**config.mk**
```make
export PLATFORM = sky130hd
export DESIGN_NAME = fir_ctrl_seq
export DESIGN_NICKNAME = d
export VERILOG_FILES = /design/src/rtl/fir_ctrl_pkg.sv /design/src/rtl/fir_ctrl_en_pipe.sv /design/src/rtl/fir_ctrl_seq.sv
export SDC_FILE = /design/constraint.sdc
export NUM_CORES = 1
export LEC_CHECK = 0
export BUFFER_PORTS_ARGS = -buffer_cell sky130_fd_sc_hd__buf_2
export CORE_MARGIN = 5
export CORE_UTILIZATION = 45
export CTS_CLUSTER_DIAMETER = 60
export DETAILED_ROUTE_END_ITERATION = 10
export PLACE_DENSITY = 0.72
export SYNTH_ARGS = -nofsm -noshare
export SYNTH_HDL_FRONTEND = slang
export SYNTH_SLANG_ARGS = --single-unit
export TNS_END_PERCENT = 50
```
**constraint.sdc**
```tcl
create_clock -name iClk12M -period 3.3 [get_ports iClk12M]
set_input_delay 0.165 -clock iClk12M [delete_from_list [all_inputs] [get_ports iClk12M]]
set_output_delay 0.165 -clock iClk12M [all_outputs]
set_load 0.05 [all_outputs]
```
**src/rtl/fir_ctrl_pkg.sv**
```systemverilog
// fir_ctrl_pkg: shared state encoding and timing constants for the FIR control sequencer.
package fir_ctrl_pkg;
  typedef enum logic [2:0] {
    IDLE,
    LD_SETUP,
    LD_WR,
    LD_HOLD,
    RD,
    RD_DRAIN
  } state_t;
  localparam int NUM_TAP_DEF  = 10;
  localparam int RD_DRAIN_CYC = 2;
  localparam int LD_HOLD_CYC  = 3;
endpackage

```
**src/rtl/fir_ctrl_en_pipe.sv**
```systemverilog
// fir_ctrl_en_pipe: two-stage delay of the read-active signal into multiplier and accumulator enables.
module fir_ctrl_en_pipe (
  input  logic clk,
  input  logic rst,
  input  logic rd_active,
  output logic en_mul,
  output logic en_add_acc
);
  always_ff @(posedge clk or posedge rst) begin
    if (rst) begin
      en_mul     <= 1'b0;
      en_add_acc <= 1'b0;
    end else begin
      en_mul     <= rd_active;
      en_add_acc <= en_mul;
    end
  end
endmodule

```
**src/rtl/fir_ctrl_seq.sv**
```systemverilog
// fir_ctrl_seq: drives coefficient-load writes and per-sample read sweeps of ReConf_FirFilter.
// Define FIR_CTRL_SEQ_OVERRUN_EN to enable sticky detection of dropped strobes/requests.
module fir_ctrl_seq
  import fir_ctrl_pkg::*;
#(
  parameter int NUM_TAP = NUM_TAP_DEF,
  parameter int ADDR_W  = 6,
  parameter int DATA_W  = 16
) (
  input  logic              iClk12M,
  input  logic              iRst,
  input  logic              iEnSample600k,
  input  logic              iLoadReq,
  input  logic              iCoeffValid,
  input  logic [DATA_W-1:0] iCoeffData,
  output logic              oCoeffReady,
  output logic              oCoeffUpdateFlag,
  output logic              oCsnRam,
  output logic              oWrnRam,
  output logic [ADDR_W-1:0] oAddrRam,
  output logic [DATA_W-1:0] oWtDtRam,
  output logic              oEnMul,
  output logic              oEnAddAcc,
  output logic              oBusy,
  output logic              oLoadDone,
  output logic              oSampleDone,
  output logic              oOverrun
);
  localparam int CW = ADDR_W + 1;
  localparam logic [CW-1:0] TAP_N    = CW'(NUM_TAP);
  localparam logic [CW-1:0] TAP_LAST = CW'(NUM_TAP - 1);
  localparam logic [CW-1:0] HOLD_LAST  = CW'(LD_HOLD_CYC - 1);
  localparam logic [CW-1:0] DRAIN_LAST = CW'(RD_DRAIN_CYC - 1);
  state_t state, state_nx;
  logic [CW-1:0]     cnt;
  logic              hs;
  logic              rd_active;
  logic              wr_q;
  logic [ADDR_W-1:0] wr_addr;
  logic [DATA_W-1:0] wr_data;
  assign hs = iCoeffValid & oCoeffReady;
  always_ff @(posedge iClk12M or posedge iRst) begin
    if (iRst) state <= IDLE;
    else state <= state_nx;
  end
  always_comb begin
    state_nx = state;
    case (state)
      IDLE:     state_nx = iEnSample600k ? RD : iLoadReq ? LD_SETUP : IDLE;
      LD_SETUP: state_nx = LD_WR;
      LD_WR:    state_nx = (hs && cnt == TAP_LAST) ? LD_HOLD : LD_WR;
      LD_HOLD:  state_nx = (cnt == HOLD_LAST) ? IDLE : LD_HOLD;
      RD:       state_nx = (cnt == TAP_LAST) ? RD_DRAIN : RD;
      RD_DRAIN: state_nx = (cnt == DRAIN_LAST) ? IDLE : RD_DRAIN;
      default:  state_nx = IDLE;
    endcase
  end
  // One counter serves every state: write index, read address, or hold/drain length.
  always_ff @(posedge iClk12M or posedge iRst) begin
    if (iRst) begin
      cnt         <= '0;
      wr_q        <= 1'b0;
      wr_addr     <= '0;
      wr_data     <= '0;
      oLoadDone   <= 1'b0;
      oSampleDone <= 1'b0;
    end else begin
      cnt         <= (state_nx != state || state == IDLE) ? '0 :
                     (state == LD_WR && !hs) ? cnt : cnt + CW'(1);
      wr_q        <= hs;
      wr_addr     <= cnt[ADDR_W-1:0];
      wr_data     <= iCoeffData;
      oLoadDone   <= state == LD_HOLD && state_nx == IDLE;
      oSampleDone <= state == RD_DRAIN && state_nx == IDLE;
    end
  end
  always_comb begin
    rd_active        = state == RD;
    oBusy            = state != IDLE;
    oCoeffUpdateFlag = state inside {LD_SETUP, LD_WR, LD_HOLD};
    oCoeffReady      = state == LD_WR && cnt < TAP_N;
    oCsnRam          = ~(rd_active | wr_q);
    oWrnRam          = ~wr_q;
    oAddrRam         = rd_active ? cnt[ADDR_W-1:0] : wr_q ? wr_addr : '0;
    oWtDtRam         = wr_q ? wr_data : '0;
  end
  fir_ctrl_en_pipe u_en_pipe (
    .clk        (iClk12M),
    .rst        (iRst),
    .rd_active  (rd_active),
    .en_mul     (oEnMul),
    .en_add_acc (oEnAddAcc)
  );
`ifdef FIR_CTRL_SEQ_OVERRUN_EN
  logic drop;
  assign drop = (state == IDLE) ? (iEnSample600k & iLoadReq) : (iEnSample600k | iLoadReq);
  always_ff @(posedge iClk12M or posedge iRst) begin
    if (iRst) oOverrun <= 1'b0;
    else oOverrun <= oOverrun | drop;
  end
`else
  assign oOverrun = 1'b0;
`endif
endmodule
```
Yosys cells after proc, flatten, opt, wreduce, memory -nomap -nowiden
Cells that the tools add are included.
{"block": "classes", "n_addsub": 1, "magnitude_cmp": 1, "n_eq_ne": 10, "muxes": 12, "bitwise": 4, "reduce_logical": 11}
{"operator": "$pmux W3 S6", "n": 1}
{"operator": "$mux W16", "n": 1}
{"operator": "$mux W7", "n": 2}
{"operator": "$mux W6", "n": 2}
{"operator": "$add A7 B1 Y7 const B", "n": 1}
{"operator": "$eq A7 B1 Y1 const B", "n": 1}
{"operator": "$eq A7 B2 Y1 const B", "n": 1}
{"operator": "$eq A7 B4 Y1 const B", "n": 1}
{"operator": "$lt A7 B4 Y1 const B", "n": 1}
{"operator": "$eq A3 B2 Y1 const B", "n": 2}
{"operator": "$eq A3 B3 Y1 const B", "n": 2}
{"operator": "$logic_not A3 Y1", "n": 2}
{"operator": "$mux W3", "n": 2}
{"operator": "$reduce_bool A3 Y1", "n": 2}
{"operator": "$logic_and A1 B1 Y1", "n": 5}
{"operator": "$eq A3 B1 Y1 const B", "n": 1}
{"operator": "$mux W1", "n": 3}
{"operator": "$ne A3 B3 Y1", "n": 1}
{"operator": "$mux W2", "n": 1}
{"operator": "$ne A2 B2 Y1 const B", "n": 1}
{"operator": "$not A1 Y1", "n": 2}
{"operator": "$and A1 B1 Y1", "n": 1}
{"operator": "$logic_not A1 Y1", "n": 1}
{"operator": "$logic_or A1 B1 Y1", "n": 1}
{"operator": "$or A1 B1 Y1", "n": 1}
{"block": "word_totals", "register_bits": 37, "in_bits": 21, "output_inout_bits": 32}

Longest topological paths before layout
{"block": "logic_depth", "depth_word": 9, "mapped_depth": 6, "depth_no_buf": 6}

Hierarchy
A second synthesis with hierarchy kept.
{"block": "hier_totals", "cells_unflattened": 145, "hier_area_um2": 1591.5}
{"module": "fir_ctrl_seq", "n_inst": 1, "cells_per_inst": 142, "area_each_um2": 1537.7}
{"module": "fir_ctrl_en_pipe", "n_inst": 1, "cells_per_inst": 3, "area_each_um2": 53.8}

Worst setup path after synthesis
OpenSTA, ideal clock, no wires.
{"block": "synth_timing", "path_type": "register -> output", "from": "register state[1]", "to": "output oAddrRam[0]", "arrival_time_ns": 1.984, "required_time_ns": 3.135, "setup_slack_ns": 1.151, "stages_incl_launch_ff": 5, "path_buffers": 1, "path_cell_list": "dfrtp_1 buf_4 nor2_1 nand2_1 o21ai_0"}
{"block": "synth_between", "elab_chain_len": 2}
{"element": "from (decl)", "line_no": "fir_ctrl_seq.sv:34", "source": "state_t state, state_nx;"}
{"element": "from (signal assigned)", "line_no": "fir_ctrl_seq.sv:44", "source": "else state <= state_nx;"}
{"element": "$eq A3 B3 Y1", "line_no": "fir_ctrl_seq.sv:78", "source": "rd_active = state == RD;"}
{"element": "$mux W6", "line_no": "fir_ctrl_seq.sv:84", "source": "oAddrRam = rd_active ? cnt[ADDR_W-1:0] : wr_q ? wr_addr : '0;"}
{"element": "to (decl)", "line_no": "fir_ctrl_seq.sv:20", "source": "output logic [ADDR_W-1:0] oAddrRam,"}
No other way between the ends.

Worst setup path after layout
{"block": "layout_timing", "from": "register state[1]", "to": "output oAddrRam[3]"}
{"block": "layout_between", "elab_chain_len": 2}
{"element": "$eq A3 B3 Y1", "line_no": "fir_ctrl_seq.sv:78"}
{"element": "named net rd_active", "line_no": "fir_ctrl_seq.sv:37", "source": "logic rd_active;"}
{"element": "$mux W6", "line_no": "fir_ctrl_seq.sv:84"}
The timed path passes the listed nets, and every way through them passes these cells.

==> results.toml <==
[sta]
period_share = 0.629
rsz0062_at_grt = "false"
skew_ps = 7.83
finalHoldViolations = 0
hold_ws_ps = 159
max_clock_freq_mhz = 482
maxSlewViolCount = 0
period_needed_ps = 2070
setup_viol_count_final = 0
final.setup.tns_ps = 0
tightest_slew_ps = 656
timing.slew.headroom = 0.563

[global_routing]
grtUsageTotal = 0.164
grt_pass1_wl_um = 6390
antenna_found_initial = 0
grt_start_max_net_pins = 38
grt_remaining_overflow = 0
grt_pass1_vias = 1264

[finish]
diodes = 0
drive_above_1_share = 0.297
layout_common_cells = "buf_2 (51), dfrtp_1 (37), and2_1 (18), dlygate4sd3_1 (17), nand2_1 (12)"
final_nets = 242
stdcell_count = 265
fin_area_mm2 = 0.00211
area_growth_syn_to_layout_pct = 31.2
final_common_cell = "buf_2"

[critical_path]
reg2reg_slack_ps = 1340
cp.required_ps = 3130
cp_max_fo = 9
start_kind = "flip-flop"
worstSetupPathType = "flip-flop to primary output"
end_kind = "primary output"
cp.arrival_ps = 1910

[placed_design]
post-dp-hpwl_um = 2540
port_buffers = 51
gp_congestion = 0.813
dpl-instance-area_mm2 = 0.00189
post-place-cells = 240

[synth]
synth.distinct_cells = 37
synth_area_mm2 = 0.00161
ys_ff_latch = 37
syn_nets = 174
seq_area_frac_synth = 0.575
synth_area_per_cell_um2 = 10.7
postSynthCellCount = 150
ys_warn_count = 0

[min_path]
hp-class = "input pin to flip-flop"

[clock_tree]
ctsResizeCount = 0
cts.sinks = 37
numCtsBuffers = 5
root_buffer = "clkbuf_4"
cts.htree.levels = 2
clk_pin_slew_ps = 110
clock_path_buffers = 2
cts_tree = "yes"
clk_latency_ps = 330

[die]
fp.dieH_um = 69.8
rows = 21
die_x_um = 69.8
die_area_mm2 = 0.00487
start_util = 0.475
io_pins = 53
fp.coreArea_mm2 = 0.00339

[detailed_routing]
wl_per_cell_um = 13.9
vias = 1309
vias_per_cell = 4.94
postRouteAntennaNets = 0
drt_iter0_drc = 81
drtPass1Iterations = 6
drcViolationCount = 0
routed_wl_um = 3690

[outcome]
status = "finished clean"

[power]
p_leak_nw = 1.05
power.total_w = 0.00143
ir_drop_v = 0.000249
p_per_area_mw_per_mm2 = 675

[job]
drv_cap = 0
## flip-flops by register name (all words and copies together), names as in the netlist
name / cells
wr_addr: 6
wr_q: 1
state: 3
u_en_pipe.en_add_acc: 1
oSampleDone: 1
u_en_pipe.en_mul: 1
oLoadDone: 1
wr_data: 16
cnt: 7
## final cells by class
cell class | instances | area (um2)
clock buffer | 6 | 41.3
clock inverter | 2 | 10.0
fill | 255 | 1280
inverter | 10 | 37.5
multi-input combinational | 95 | 607
sequential | 37 | 926
tap | 46 | 57.6
timing repair buffer | 69 | 433
## Yosys cell counts, drive strengths merged
cell type   n  area (um2)
dfrtp      37         926
xnor2       1        8.76
or4         1        7.51
nor2b       1        8.76
nor3b       1        7.51
a211oi      2        15.0
a2111oi     1        15.0
o22ai       1        12.5
nand2b      1        6.26
o31a        1        8.76
conb        1        3.75
nand2      12        45.0
a31oi       1        21.3
and3        2        12.5
o21a        1        7.51
nand4       4        25.0
a21oi       2        10.0
nor2        9        33.8
ha          3        37.5
o21ai       5        25.0
xor2        3        26.3
or3         2        12.5
inv        10        37.5
nor4        1        6.26
o21bai      1        7.51
nor3        6        41.3
buf         4        25.0
or3b        1        8.76
a22oi       1        7.51
nand3       9        45.0
and4b       1        10.0
clkbuf      4        15.0
and2       18         113
o221ai      1        8.76
a31o        1        8.76
## what timing repair did
| item | 4_1_cts | 5_1_grt |
|---|---|---|
| hold endpoints to repair | 53 | 0 |
| hold buffers | 17 | 0 |
| buffers inserted | 0 | 0 |
## layer usage
layer,share of wire,track usage,wire (um)
met1,0.44,0.208,1610
met2,0.47,0.258,1740
met3,0.083,0.0609,306
met4,0.012,0.0553,44
met5,0,0,0
## worst max-delay path, cell delays in order (launching register included)
cell and delay (ps):
dfrtp_1 490, nor2_1 240, nand2_1 240, inv_1 210, nand2_1 70, nand2_1 70
buf_2 260
## power breakdown
| group | total (W) | internal, W | switching, W | leakage [nW] |
|---|---|---|---|---|
| clock | 0.000223 | 0.0000813 | 0.000141 | 0.0320 |
| combinational | 0.000538 | 0.000166 | 0.000371 | 0.580 |
| sequential | 0.000666 | 0.000553 | 0.000113 | 0.435 |
## final timing paths
| check | cells past startpoint | start | to |
|---|---|---|---|
| max | 6 | state[1] | oAddrRam[3] |
| min | 3 | iEnSample600k | state[2] |
| max reg2reg | 4 | cnt[4] | cnt[6] |
| min reg2reg | 0 | u_en_pipe.en_mul | u_en_pipe.en_add_acc |
| max in group asynchronous | 4 | iRst | wr_data[13] |
| min in group asynchronous | 4 | iRst | cnt[5] |
## through the flow
stage / worst slack, ps / util
6_report: 1230 / 0.623
5_1_grt: 1000 / 0.623
4_1_cts: 1200 / 0.623
3_5_place_dp: 1370 / 0.558
3_3_place_gp: 1470 / 0.558
2_1_floorplan: 1150 / -
## kinds of logic (layout without fill, tap and decap cells)
kind of cell / after synthesis / after routing / synth area share
AND/OR/NAND/NOR: 69 / 69 / 0.238
flip-flops: 37 / 37 / 0.575
AO/OA/AOI/OAI: 18 / 18 / 0.0917
buffers and inverters: 18 / 87 / 0.0482
XOR/XNOR: 4 / 4 / 0.0218
adder cells (fa/ha/maj): 3 / 3 / 0.0233
other: 1 / 1 / 0.00233
(Power assumes the default switching activity.)
